--- config.mk ---
export PLATFORM = sky130hd
export DESIGN_NAME = fetch_unit
export DESIGN_NICKNAME = d
export VERILOG_FILES = /design/src/rtl/fetch_unit_pkg.sv /design/src/rtl/fetch_unit_hold_buffer.sv /design/src/rtl/fetch_unit.sv
export SDC_FILE = /design/constraint.sdc
export NUM_CORES = 1
export LEC_CHECK = 0
export BUFFER_PORTS_ARGS = -buffer_cell sky130_fd_sc_hd__clkbuf_2
export CAP_MARGIN = 20
export CELL_PAD_IN_SITES_DETAIL_PLACEMENT = 0
export CELL_PAD_IN_SITES_GLOBAL_PLACEMENT = 1
export CORE_MARGIN = 2
export CORE_UTILIZATION = 41
export CTS_BUF_LIST = sky130_fd_sc_hd__clkbuf_4
export CTS_CLUSTER_SIZE = 30
export DETAILED_ROUTE_END_ITERATION = 12
export PLACE_DENSITY_LB_ADDON = 0.15
export SLEW_MARGIN = 15
export SYNTH_ARGS = -nofsm -noshare
export SYNTH_HDL_FRONTEND = slang
export SYNTH_SLANG_ARGS = --single-unit
--- constraint.sdc ---
create_clock -name clk -period 5.2 [get_ports clk]
set_clock_uncertainty 0.15 [all_clocks]
set_input_delay 0.52 -clock clk [delete_from_list [all_inputs] [get_ports clk]]
set_output_delay 0.52 -clock clk [all_outputs]
set_load 0.02 [all_outputs]
--- src/rtl/fetch_unit_pkg.sv ---
// Shared constants for the instruction-fetch stage.
// Optional halt detection is enabled with the FETCH_HALT_DETECT_EN macro.
package fetch_unit_pkg;

   localparam int B_DEF      = 32;
   localparam int ADDR_W_DEF = 7;

   localparam logic [31:0] NOP_INSTR  = 32'h0000_0000;
   localparam logic [31:0] HALT_INSTR = 32'hFFFF_FFFF;
   localparam logic [31:0] PC_RESET   = 32'h0000_0000;

   // True when the word is the all-ones halt encoding.
   function automatic logic is_halt_instr(input logic [31:0] instr);
      return (instr == HALT_INSTR);
   endfunction

endpackage

--- src/rtl/fetch_unit_hold_buffer.sv ---
// Hold buffer: keeps the instruction that was on the memory output when the
// pipeline stopped advancing, and selects what is presented to IF/ID.
module fetch_hold_buffer
   import fetch_unit_pkg::*;
#(
   parameter int B = B_DEF
) (
   input  logic         clk,
   input  logic         reset,
   input  logic         capture,
   input  logic         clear,
   input  logic [B-1:0] rd_data,
   input  logic [B-1:0] rd_pc,
   input  logic         rd_valid,
   output logic [B-1:0] instr_sel,
   output logic [B-1:0] pc_plus1,
   output logic         hold_valid
);

   logic [B-1:0] hold_instr_r;
   logic [B-1:0] hold_pc_r;
   logic         hold_valid_r;

   // Capture the in-flight instruction once per stall; drop it when the stage moves on.
   always_ff @(posedge clk or posedge reset) begin
      if (reset) begin
         hold_instr_r <= B'(NOP_INSTR);
         hold_pc_r    <= B'(PC_RESET);
         hold_valid_r <= 1'b0;
      end else if (clear) begin
         hold_valid_r <= 1'b0;
      end else if (capture && !hold_valid_r && rd_valid) begin
         hold_instr_r <= rd_data;
         hold_pc_r    <= rd_pc;
         hold_valid_r <= 1'b1;
      end
   end

   // Held instruction wins over the memory output; an empty slot presents a NOP.
   always_comb begin
      instr_sel = B'(NOP_INSTR);
      pc_plus1  = B'(PC_RESET);
      if (hold_valid_r) begin
         instr_sel = hold_instr_r;
         pc_plus1  = hold_pc_r + B'(1'b1);
      end else begin
         if (rd_valid) begin
            instr_sel = rd_data;
         end else begin
            instr_sel = B'(NOP_INSTR);
         end
         pc_plus1 = rd_pc + B'(1'b1);
      end
   end

   assign hold_valid = hold_valid_r;

endmodule

--- src/rtl/fetch_unit.sv ---
// Instruction-fetch stage: PC register, synchronous imem interface, stall
// handling through a hold buffer, branch redirects and IF/ID flush.
// Optional sticky halt on the all-ones instruction: FETCH_HALT_DETECT_EN.
module fetch_unit
   import fetch_unit_pkg::*;
#(
   parameter int B      = B_DEF,
   parameter int ADDR_W = ADDR_W_DEF
) (
   input  logic              clk,
   input  logic              reset,
   input  logic              ena,
   input  logic              stall,
   input  logic              branch_taken,
   input  logic [B-1:0]      branch_target,
   input  logic [B-1:0]      imem_data,
   output logic [ADDR_W-1:0] imem_addr,
   output logic              imem_en,
   output logic [B-1:0]      instruction_out,
   output logic [B-1:0]      pc_incrementado_out,
   output logic              flush_out,
   output logic              halted
);

   logic [B-1:0] pc_r;
   logic [B-1:0] rd_pc_r;
   logic         rd_valid_r;
   logic         pend_valid_r;
   logic [B-1:0] pend_target_r;

   logic         halted_s;
   logic         adv_s;
   logic         redirect_s;
   logic         defer_s;
   logic [B-1:0] instr_s;
   logic [B-1:0] pc_plus1_s;
   logic         hold_valid_s;

`ifdef FETCH_HALT_DETECT_EN
   logic halted_r;
   logic go_s;
   logic halt_hit_s;

   // The halt word is caught before it advances, so the same cycle already
   // freezes the PC and parks the halt word in the hold buffer.
   assign go_s       = ena & ~stall & ~halted_r;
   assign redirect_s = ena & (branch_taken | pend_valid_r) & ~halted_r;
   assign halt_hit_s = go_s & ~redirect_s & is_halt_instr(32'(instr_s));
   assign adv_s      = go_s & ~halt_hit_s;
   assign halted_s   = halted_r;

   // Sticky halt flag, cleared only by reset.
   always_ff @(posedge clk or posedge reset) begin
      if (reset) begin
         halted_r <= 1'b0;
      end else if (halt_hit_s) begin
         halted_r <= 1'b1;
      end
   end
`else
   assign halted_s   = 1'b0;
   assign redirect_s = ena & (branch_taken | pend_valid_r);
   assign adv_s      = ena & ~stall;
`endif

   // A branch arriving while frozen is remembered and applied once ena returns.
   assign defer_s = ~ena & branch_taken & ~halted_s;

   // PC, in-flight read tracking and deferred redirect; redirect overrides stall.
   always_ff @(posedge clk or posedge reset) begin
      if (reset) begin
         pc_r          <= B'(PC_RESET);
         rd_pc_r       <= B'(PC_RESET);
         rd_valid_r    <= 1'b0;
         pend_valid_r  <= 1'b0;
         pend_target_r <= B'(PC_RESET);
      end else if (redirect_s) begin
         pc_r         <= branch_taken ? branch_target : pend_target_r;
         rd_valid_r   <= 1'b0;
         pend_valid_r <= 1'b0;
      end else if (defer_s) begin
         pend_valid_r  <= 1'b1;
         pend_target_r <= branch_target;
      end else if (adv_s) begin
         pc_r       <= pc_r + B'(1'b1);
         rd_pc_r    <= pc_r;
         rd_valid_r <= 1'b1;
      end
   end

   fetch_hold_buffer #(
      .B(B)
   ) u_hold (
      .clk        (clk),
      .reset      (reset),
      .capture    (~redirect_s & ~adv_s),
      .clear      (redirect_s | adv_s),
      .rd_data    (imem_data),
      .rd_pc      (rd_pc_r),
      .rd_valid   (rd_valid_r),
      .instr_sel  (instr_s),
      .pc_plus1   (pc_plus1_s),
      .hold_valid (hold_valid_s)
   );

   assign imem_addr           = pc_r[ADDR_W-1:0];
   assign imem_en             = adv_s & ~reset;
   assign flush_out           = redirect_s & ~reset;
   assign instruction_out     = instr_s;
   assign pc_incrementado_out = pc_plus1_s;
   assign halted              = halted_s;

endmodule

# Word-level counts from Yosys, hierarchy flattened

Cells that the tools add are included.

Reduce and logical (&&, ||, !) cells: 10
Equality and inequality tests: 1
Muxes and demuxes: 14
Bitwise logic cells: 15
Add/sub/neg operators: 3

Operator list:

| operator                                       | number |
|---|---|
| two-way mux 32 bit                             | 7 |
| adder 32 x 1 -> 32 bit (second input constant) | 3 |
| two-way mux 1 bit                              | 7 |
| inverter 1 bit                                 | 7 |
| AND 1 bit                                      | 6 |
| AND reduction 2 bit                            | 3 |
| nonzero test 2 bit                             | 3 |
| AND reduction 3 bit                            | 1 |
| logical AND 1 bit                              | 2 |
| inequality test 2 bit (second input constant)  | 1 |
| bitwise OR 1 bit                               | 2 |
| logical NOT 1 bit                              | 1 |

Output and inout bits: 74
Input bits: 69
Word-level logic and storage cells: 51
Flip-flop bits (word level): 163

# Depth between registers and ports, before layout

Gate-level depths: netlist of the first run.

Word-level depth: 8
Depth in mapped cells: 13
Mapped depth without buffers: 9

# Modules after synthesis

A second synthesis of the first run with hierarchy kept.

Cells, all modules: 891
Area, all modules: 8952.3 µm²

By module, submodules not included:

| module            | times used | sequential area each (µm²) | area each (µm²) | cells each |
|---|---|---|---|---|
| fetch_unit        | 1          | 2452.4                     | 4859.7          | 487 |
| fetch_hold_buffer | 1          | 1626.6                     | 4092.7          | 404 |

# Worst setup path after synthesis of the first run

Ideal clock, no wire load.

Kind: reg-to-output
From: register u_hold.hold_valid_r (netlist: u_hold.hold_valid)
To: output port pc_incrementado_out[30]
Required time: 4.530 ns
Cell stages (with the launch flop): 14
Data arrival time: 3.440 ns
Setup slack: 1.090 ns
Path buffers: 4
Cell sequence: dfrtp_1 > buf_2 > buf_2 > buf_2 > buf_4 > mux2i_1 > inv_1 > ha_1 > and4b_1 > a41oi_1 > nand4bb_1 > nor2_1 > nand3_1 > xor2_1

Cells in the longest elaborated chain, start to end: 1

Ends and longest elaborated chain:

| item                   | line                         | source |
|---|---|---|
| start, declared        | fetch_unit_hold_buffer.sv:22 | `logic hold_valid_r;` |
| start signal, assigned | fetch_unit_hold_buffer.sv:29 | `hold_valid_r <= 1'b0;` |
| start signal, assigned | fetch_unit_hold_buffer.sv:31 | `hold_valid_r <= 1'b0;` |
| start signal, assigned | fetch_unit_hold_buffer.sv:35 | `hold_valid_r <= 1'b1;` |
| two-way mux 32 bit     | fetch_unit_hold_buffer.sv:43 | `if (hold_valid_r) begin` |
| end, declared          | fetch_unit.sv:20             | `output logic [B-1:0] pc_incrementado_out,` |

No other way between the ends.

# Worst setup path after layout of the first run

Ends and elaborated chain as after synthesis.

==> results of run 1 <==
## area by class of cell
| type | instances | area, um^2 | area share |
|---|---|---|---|
| Multi-Input combinational cell | 695 | 4488 | 0.4353 |
| Clock buffer | 19 | 142.6 | 0.01383 |
| Timing Repair Buffer | 180 | 1074 | 0.1041 |
| Antenna cell | 1 | 2.502 | 0.0002427 |
| Inverter | 10 | 42.54 | 0.004126 |
| Sequential cell | 163 | 4083 | 0.3959 |
| Clock inverter | 13 | 135.1 | 0.01311 |
| Tap cell | 275 | 344.1 | 0.03337 |
## cell families after synthesis
group,count (synthesis),synth area share
XOR/XNOR,40,0.03939
buffers and inverters,73,0.03714
other,1,0.0004216
AND/OR/NAND/NOR,352,0.1819
multiplexers,138,0.1695
AO/OA/AOI/OAI,162,0.1103
adder cells (fa/ha/maj),2,0.002813
flip-flops,163,0.4586
## layout by cell type (no fill, tap or decap), types with 3 or more instances in the layout
master	n
nor3_1	12
nor4_1	3
a21oi_1	38
nand4b_1	4
nand2b_1	5
or2_2	3
xor2_1	21
inv_1	9
nor3_2	3
clkbuf_4	19
nand3b_1	7
nor3b_1	3
and2_1	4
a31o_2	3
buf_4	11
and3_1	6
clkinv_4	4
mux2i_1	37
nor2_1	36
nand3_1	33
nand2_1	205
xnor2_1	19
a31oi_1	7
mux2_2	97
a211oi_1	12
dlygate4sd3_1	27
o22ai_1	9
o211ai_1	4
mux2_1	4
clkbuf_2	141
nor2b_1	4
clkinv_2	4
o21ai_0	66
dfrtp_1	162
nand4_1	13
## routing by layer
metal  global-route usage  wire length, um  vias up
met1               0.2922            11150     3381
met3              0.03675             1117       11
met2               0.2867             9013      181
met5                    0                0        -
met4              0.04439              138        0
li1                     -                -     3552
## how the worst max path moves through the flow
stage	slack [ns]	from	cells past startpoint	end
CTS	1.15	u_hold.hold_valid	10	pc_incrementado_out[30]
finish	1.22	u_hold.hold_valid	10	pc_incrementado_out[30]
floorplan	0.13	reset	1	pc_r[0]
global placement	1.80	branch_taken	9	u_hold.hold_instr_r[8]
global route	0.92	u_hold.hold_valid	10	pc_incrementado_out[28]
detailed placement	1.81	u_hold.hold_valid	10	pc_incrementado_out[30]
## stage by stage
| stage | instances | instance area [um^2] | setup WS (ns) | hold slack [ns] |
|---|---|---|---|---|
| final | 1356 | 10310 | 1.216 | 0.03693 |
| after global routing | 1356 | 10310 | 0.9226 | -0.005409 |
| after CTS | 1336 | 10120 | 1.146 | 0.0002786 |
| after detailed placement | 1296 | 9761 | 1.808 | 0.3259 |
| after global placement | 1295 | 9746 | 1.800 | 0.3168 |
| after floorplan | 931 | 8895 | 0.1250 | 0.3039 |
## flip-flops by register name (all words and copies together) (netlist names)
signal	cells
pend_valid_r	1
pc_r	32
u_hold.hold_valid	1
rd_valid_r	1
rd_pc_r	32
pend_target_r	32
u_hold.hold_instr_r	32
u_hold.hold_pc_r	32
## power breakdown
group          switching [mW]  internal, mW
combinational           0.652         0.553
clock                   0.459         0.295
sequential              0.354          1.62
total                    1.46          2.47
## critical path, delay by kind of cell (launching register included)
| kind | cells | cell delay, ns |
|---|---|---|
| and+or+nand+nor | 4 | 1.08 |
| DFF | 1 | 0.62 |
| buffers and inverters | 2 | 0.36 |
| muxes | 1 | 0.27 |
| adders and majority gates | 1 | 0.23 |
| xor gates and xnor gates | 1 | 0.15 |
| AOI/OAI and AO/OA | 1 | 0.04 |
==> flow_summary.ini, run 1 <==
[setup_path]
r2r-end = u_hold.hold_pc_r[14]
crit_path_max_incr_delay_ns = 0.62
worstSetupEndpointType = output port
path_class = register to output port
crit_fanout = 26
critPathArrivalTime_ns = 3.31
r2r_slack_ns = 2.06
path_cells = mux2_2 > ha_1 > and4b_1 > a41oi_1 > buf_4 > nand4bb_1 > nor2_1 > nand3_1 > xor2_1 > clkbuf_2
slowest_stage = dfrtp_4
rr_worst_depth = 7
r2r_start = pend_valid_r
cp.required_ns = 4.53
start_kind = register

[timing]
drv_slew = 0
setup_viol = 0
fin_crit_ns = 3.984
tightestPinTransition_ns = 0.9130
slew_headroom = 0.3891
max_freq_mhz = 251.0
finalSetupTns_ns = 0
period_share = 0.7661
rsz0062_at_grt = no
hold_viol = 0

[job]
maxCapViolations = 0

[grt]
antenna_found_initial = 1
grt_overflow_total = 0
grt_usage = 0.1934
grt_pass1_vias = 6720
grt_pass1_wl_mm = 35.13
grt_max_degree = 88

[finish]
syn2layout_area_growth_pct = 15.92
n_fill_cell = 2079
post-route-util = 0.4874
finalNetCount = 1138
drive_gt1_frac = 0.2750

[cts]
cts_max_level = 4
cts_resized = 0
clk_latency_ns = 0.57
cts_setup_buffers = 0
clockBufferDepth = 2
clockRootBuffer = clkbuf_4
cts_buffers = 17
holdBufCountCts = 8
path_clk_slew_ns = 0.14
cts_tree = done
clkSinkCount = 163

[yosys]
yosys_warnings = 0
yosysMostFrequentCell = nand2_1
synth_edf_count = 0
ys_ff_latch = 163
avgSynthCellArea_um2 = 9.554
ys_seq_area_frac = 0.4586
synth_top_area_cell = dfrtp_1
synth_area_um2 = 8895
synthCells = 931
synthArstFlopShare = 1.000
synth_cell_types = 60
mappedNetlistNets = 1002
synth_top_area_share = 0.4586
synth_common_cells = 205 x nand2_1, 163 x dfrtp_1, 97 x mux2_2
synthTopCellsByArea = dfrtp_1 46%, mux2_2 12%, nand2_1 8.7%, mux2i_1 4.2%, o21ai_0 3.7%
synth_top_flop_cell = dfrtp_1

[die]
die-area_um2 = 22890
rows = 53
die_x_um = 151.3
core-area_um2 = 21150
die_h_um = 151.3
io_pins = 143
start_util = 0.4205

[drt]
totalWireLength_mm = 21.42
viasPerCell = 5.254
detail-route-antenna-nets = 0
vias = 7125
drc = 0
drtIter0Drc = 459
dr.pass1.iters = 6
wl_per_cell_um = 15.80

[power_and_ir_drop]
finalPower_mw = 3.931
p_leak_nw = 4.442
power_density_nw_per_um2 = 381.3
ir_drop_uv = 149.0

[min_path]
min_path_type = input port to register
hold_depth = 2
min-delay-start = branch_target[8]
min_to = pend_target_r[8]

[placed_design]
numPortBuffers = 141
place_congestion = 0.7706
dp_hpwl_mm = 14.74

[outcome]
status = finished clean
(Power assumes the default switching activity.)
==> run 2: changes to the inputs <==
--- a/config.mk
+++ b/config.mk
@@ -10,7 +10,7 @@
 export CELL_PAD_IN_SITES_DETAIL_PLACEMENT = 0
 export CELL_PAD_IN_SITES_GLOBAL_PLACEMENT = 1
 export CORE_MARGIN = 2
-export CORE_UTILIZATION = 41
+export CORE_UTILIZATION = 45
 export CTS_BUF_LIST = sky130_fd_sc_hd__clkbuf_4
 export CTS_CLUSTER_SIZE = 30
 export DETAILED_ROUTE_END_ITERATION = 12
==> constraint.sdc (replaced) <==
create_clock -name clk -period 4 [get_ports clk]
set_clock_uncertainty 0.15 [all_clocks]
set_input_delay 0.4 -clock clk [delete_from_list [all_inputs] [get_ports clk]]
set_output_delay 0.4 -clock clk [all_outputs]
set_load 0.02 [all_outputs]
==> flow_summary.ini, run 2 (synthesis results as in run 1) <==
[outcome]
status = finished clean

[grt]
grt_overflow_total = 0
grt_usage = 0.2115
grt_pass1_vias = 6920
grt_max_degree = 123
antenna_found_initial = 1
grt_pass1_wl_mm = 35.11

[cts]
clockBufferDepth = 2
cts_buffers = 17
clkSinkCount = 163
path_clk_slew_ns = 0.14
cts_setup_buffers = 0
cts_max_level = 4
cts_tree = done
clockRootBuffer = clkbuf_4
clk_latency_ns = 0.57

[placed_design]
place_congestion = 0.7776
place_area_um2 = 9822
dp_slack_ns = 0.6894
dp.cells = 1292
dp_hpwl_mm = 14.35
numPortBuffers = 141

[drt]
detail-route-antenna-nets = 0
drc = 0
viasPerCell = 5.207
vias = 7238
dr.pass1.iters = 5
wl_per_cell_um = 15.16
drtIter0Drc = 433
totalWireLength_mm = 21.07

[die]
io_pins = 143
die_x_um = 144.6
die_h_um = 144.6
start_util = 0.4585
die-area_um2 = 20910
core-area_um2 = 19400
rows = 51

[timing]
drv_slew = 0
max_freq_mhz = 269.0
hold_viol = 0
rsz0062_at_grt = no
slew_headroom = 0.4044
tightestPinTransition_ns = 0.8901
worst_slack_ns = 0.2826
finalSetupTns_ns = 0
hold_slack_ns = 0.08512
fin_crit_ns = 3.717
period_share = 0.9294
setup_viol = 0

[finish]
multi_input_area_um2 = 4503
finalInstanceArea_um2 = 10790
post-route-util = 0.5563
syn2layout_area_growth_pct = 21.33
fin_cells = 1390
layout_commonest_cell = nand2_1
drive_gt1_frac = 0.2722
regArea_um2 = 4083
finalNetCount = 1182
final_cell_mix = 205 x nand2_1, 162 x dfrtp_1, 141 x clkbuf_2
n_fill_cell = 1844

[setup_path]
start_kind = register
critPathArrivalTime_ns = 3.17
crit_fanout = 22
worstSetupEndpointType = output port
cp.required_ns = 3.45
path_class = register to output port

[power_and_ir_drop]
p_leak_nw = 4.643
finalPower_mw = 5.209
ir_drop_uv = 199.2
power_density_nw_per_um2 = 482.7

[job]
maxCapViolations = 0

[min_path]
min_path_type = input port to register
## run 2: changes by cell type in the layout (fill, tap and decap cells not counted), moves of 2 or more
cell | previous run | this run
buf_12 | 0 | 3
dlygate4sd3_1 | 27 | 65
clkinv_4 | 4 | 1
clkinv_2 | 4 | 2
clkinvlp_4 | 1 | 6
nor2_1 | 36 | 34
buf_4 | 11 | 15
## run 2: area by class of cell
type	count	area share
tap	265	0.03072
multi-input combinational	695	0.4173
sequential	163	0.3783
timing repair buffer	224	0.1417
clock inverter	13	0.01472
inverter	10	0.003826
antenna	1	0.0002319
clock buffer	19	0.01322
## run 2: path summary, 6_finish.rpt
kind / start / endpoint / slack, ns / cells after the start
max in group asynchronous: reset / rd_pc_r[16] / 2.63 / 4
min: branch_taken / pend_valid_r / 0.09 / 4
max: u_hold.hold_valid / pc_incrementado_out[20] / 0.28 / 10
min in group asynchronous: reset / pend_target_r[20] / 0.21 / 3
max reg2reg: pend_valid_r / u_hold.hold_pc_r[0] / 1.10 / 8
min reg2reg: u_hold.hold_instr_r[21] / u_hold.hold_instr_r[21] / 0.36 / 1
## run 2: timing repair
action	in CTS	in global routing
setup endpoints to repair	0	6
hold buffers	65	0
hold endpoints to repair	88	0
gates resized for setup	0	4
## run 2: critical path, stage by stage, from the launching register on
cell	delay (ns)
dfrtp_4	0.62
mux2_2	0.27
ha_1	0.22
and4b_1	0.20
a41oi_1	0.04
buf_4	0.18
nand4bb_2	0.38
nor2_2	0.22
nand3_1	0.11
xor2_1	0.15
clkbuf_2	0.19
## run 2: report_power, final
| part | switching, mW | total, mW | internal (mW) |
|---|---|---|---|
| sequential | 0.445 | 2.55 | 2.11 |
| clock | 0.607 | 1.05 | 0.444 |
| combinational | 0.857 | 1.61 | 0.751 |
| total | 1.91 | 5.21 | 3.30 |
## run 2: per-layer routing
layer	vias to the layer above	share of wire	GRT usage
met1	3448	0.53	0.3110
met5	-	0	0
met2	156	0.42	0.3288
li1	3620	-	-
met4	0	0.0073	0.04599
met3	14	0.040	0.03642
==> run 3: changes to the inputs <==
--- a/config.mk
+++ b/config.mk
@@ -10,7 +10,7 @@
 export CELL_PAD_IN_SITES_DETAIL_PLACEMENT = 0
 export CELL_PAD_IN_SITES_GLOBAL_PLACEMENT = 1
 export CORE_MARGIN = 2
-export CORE_UTILIZATION = 45
+export CORE_UTILIZATION = 46
 export CTS_BUF_LIST = sky130_fd_sc_hd__clkbuf_4
 export CTS_CLUSTER_SIZE = 30
 export DETAILED_ROUTE_END_ITERATION = 12
@@ -18,4 +18,5 @@
 export SLEW_MARGIN = 15
 export SYNTH_ARGS = -nofsm -noshare
 export SYNTH_HDL_FRONTEND = slang
+export SYNTH_HIERARCHICAL = 1
 export SYNTH_SLANG_ARGS = --single-unit
==> flow_summary.ini, run 3 <==
[grt]
grt_pass1_vias = 6773
grt_overflow_total = 0
antenna_found_initial = 1
grt_pass1_wl_mm = 35.47
grt_usage = 0.2166
grt_max_degree = 64

[die]
die-area_um2 = 20590
start_util = 0.4646
io_pins = 143
die_x_um = 143.5
core-area_um2 = 19270
die_h_um = 143.5
rows = 51

[yosys]
synthArstFlopShare = 1.000
synth_area_um2 = 8952
synthCells = 891
synth_top_area_cell = dfrtp_1
synth_edf_count = 0
synthTopCellsByArea = dfrtp_1 46%, mux2_2 13%, nand2_1 7.0%, mux2i_1 3.9%, xnor2_1 2.5%
synth_top_area_share = 0.4556
ys_ff_latch = 163
synth_cell_types = 69
avgSynthCellArea_um2 = 10.05
yosys_warnings = 6
mappedNetlistNets = 962
synth_common_cells = 166 x nand2_1, 163 x dfrtp_1, 106 x mux2_2
synth_top_flop_cell = dfrtp_1
ys_seq_area_frac = 0.4556
yosysMostFrequentCell = nand2_1

[finish]
drive_gt1_frac = 0.2923
final_cell_mix = 166 x nand2_1, 162 x dfrtp_1, 141 x clkbuf_2
n_fill_cell = 1782
fin_cells = 1354
multi_input_area_um2 = 4574
syn2layout_area_growth_pct = 20.68
layout_commonest_cell = nand2_1
regArea_um2 = 4083
finalNetCount = 1146

[timing]
period_share = 0.9213
tightestPinTransition_ns = 0.8894
finalSetupTns_ns = 0
drv_slew = 0
worst_slack_ns = 0.3147
fin_crit_ns = 3.685
max_freq_mhz = 271.3
hold_viol = 0
slew_headroom = 0.4062
rsz0062_at_grt = no
setup_viol = 0

[drt]
dr.pass1.iters = 6
viasPerCell = 5.295
drc = 0
vias = 7170
totalWireLength_mm = 22.07
detail-route-antenna-nets = 0
wl_per_cell_um = 16.30
drtIter0Drc = 597

[power_and_ir_drop]
ir_drop_uv = 230.8
p_leak_nw = 4.650
power_density_nw_per_um2 = 470.4

[cts]
clockBufferDepth = 2
cts_max_level = 4
clk_latency_ns = 0.54
cts_buffers = 17
cts_tree = done
clkSinkCount = 163
clockRootBuffer = clkbuf_4
path_clk_slew_ns = 0.13

[placed_design]
dp_hpwl_mm = 15.31
place_congestion = 0.8162
dp.cells = 1255
numPortBuffers = 141
dp_slack_ns = 0.7573

[setup_path]
path_class = register to output port
crit_path_max_incr_delay_ns = 0.65
path_cells = nand3b_1 > a222oi_1 > nand3_1 > nor3_1 > xnor2_1 > clkbuf_2
cp.required_ns = 3.45
path_buf_inv = 1
crit_family = simple AND/OR/NAND/NOR gates
crit_cells = 6
slowest_stage = dfrtp_4
critPathArrivalTime_ns = 3.14
start_kind = register
worstSetupEndpointType = output port
rr_worst_depth = 8
crit_fanout = 33

[min_path]
hold_depth = 2
min_path_type = input port to register

[outcome]
status = finished clean

[job]
maxCapViolations = 0
## run 3: cell count changes in the layout (fill, tap and decap cells not counted), moves of 5 or more
cell / delta
nand2_1: -39
a21oi_1: -5
nor2b_1: +22
xnor2_1: +7
mux2_2: +9
nand4_1: +5
a22o_1: +14
nor2_1: -13
o21ai_0: -30
o22ai_1: -7
## run 3: area by class of cell
type	count	area share
multi-input cells	659	0.4234
flip-flops and latches	163	0.3779
repair buffers	225	0.1411
well taps	265	0.03069
clock buffers	19	0.01320
clock inverters	13	0.01019
inverters	9	0.003358
diodes	1	0.0002316
## run 3: kinds of logic after synthesis
| kind of cell | Yosys count | synth area share |
|---|---|---|
| flip-flops | 163 | 0.4556 |
| adder cells (fa/ha/maj) | 2 | 0.002795 |
| AND/OR/NAND/NOR | 325 | 0.1797 |
| buffers and inverters | 69 | 0.03508 |
| AO/OA/AOI/OAI | 146 | 0.1108 |
| XOR/XNOR | 44 | 0.04305 |
| multiplexers | 141 | 0.1725 |
| other | 1 | 0.0004189 |
## run 3: routing by layer
metal  part of all wire  track usage  routed length [um]  vias up
met5                  0            0                   0        -
met4              0.011      0.06037                 245        0
met3              0.037      0.04132                 817       14
met2               0.45       0.3286                9862      167
met1               0.50       0.3175               11140     3452
li1                   -            -                   -     3537
## run 3: through the flow
step | instance area (um^2) | power, mW | hold WS, ns | util
4_1_cts | 10780 | 5.127 | 0.02967 | 0.5593
2_1_floorplan | 8952 | 3.651 | 0.2951 | -
5_1_grt | 10800 | 5.431 | 0.04346 | 0.5606
6_report | 10800 | 5.082 | 0.09725 | 0.5606
3_3_place_gp | 9876 | 4.120 | 0.3310 | 0.5125
3_5_place_dp | 9876 | 4.154 | 0.3378 | 0.5125
## run 3: repair_timing
action                                  4_1_cts  5_1_grt
endpoints found under the hold margin       167        0
resized for setup                             0        0
endpoints found under the setup margin        0        7
setup buffers                                 0        1
hold buffers                                 65        0
## run 3: path summary, 6_finish.rpt
| check | slack, ns | endpoint | start |
|---|---|---|---|
| max | 0.31 | pc_incrementado_out[26] | u_hold/hold_valid |
| min | 0.1 | pend_valid_r | ena |
| max reg2reg | 1.19 | u_hold/hold_instr_r[10] | pend_valid_r |
| min reg2reg | 0.36 | pend_target_r[12] | pend_target_r[12] |
| max in group asynchronous | 2.30 | u_hold/hold_pc_r[19] | reset |
| min in group asynchronous | 0.41 | pend_target_r[13] | reset |
## run 3: power breakdown
group / switching [mW] / leakage, nW / internal (mW)
logic: 0.827 / 2.56 / 0.756
clock network: 0.591 / 0.124 / 0.320
registers: 0.474 / 1.96 / 2.11
total: 1.89 / 4.65 / 3.19
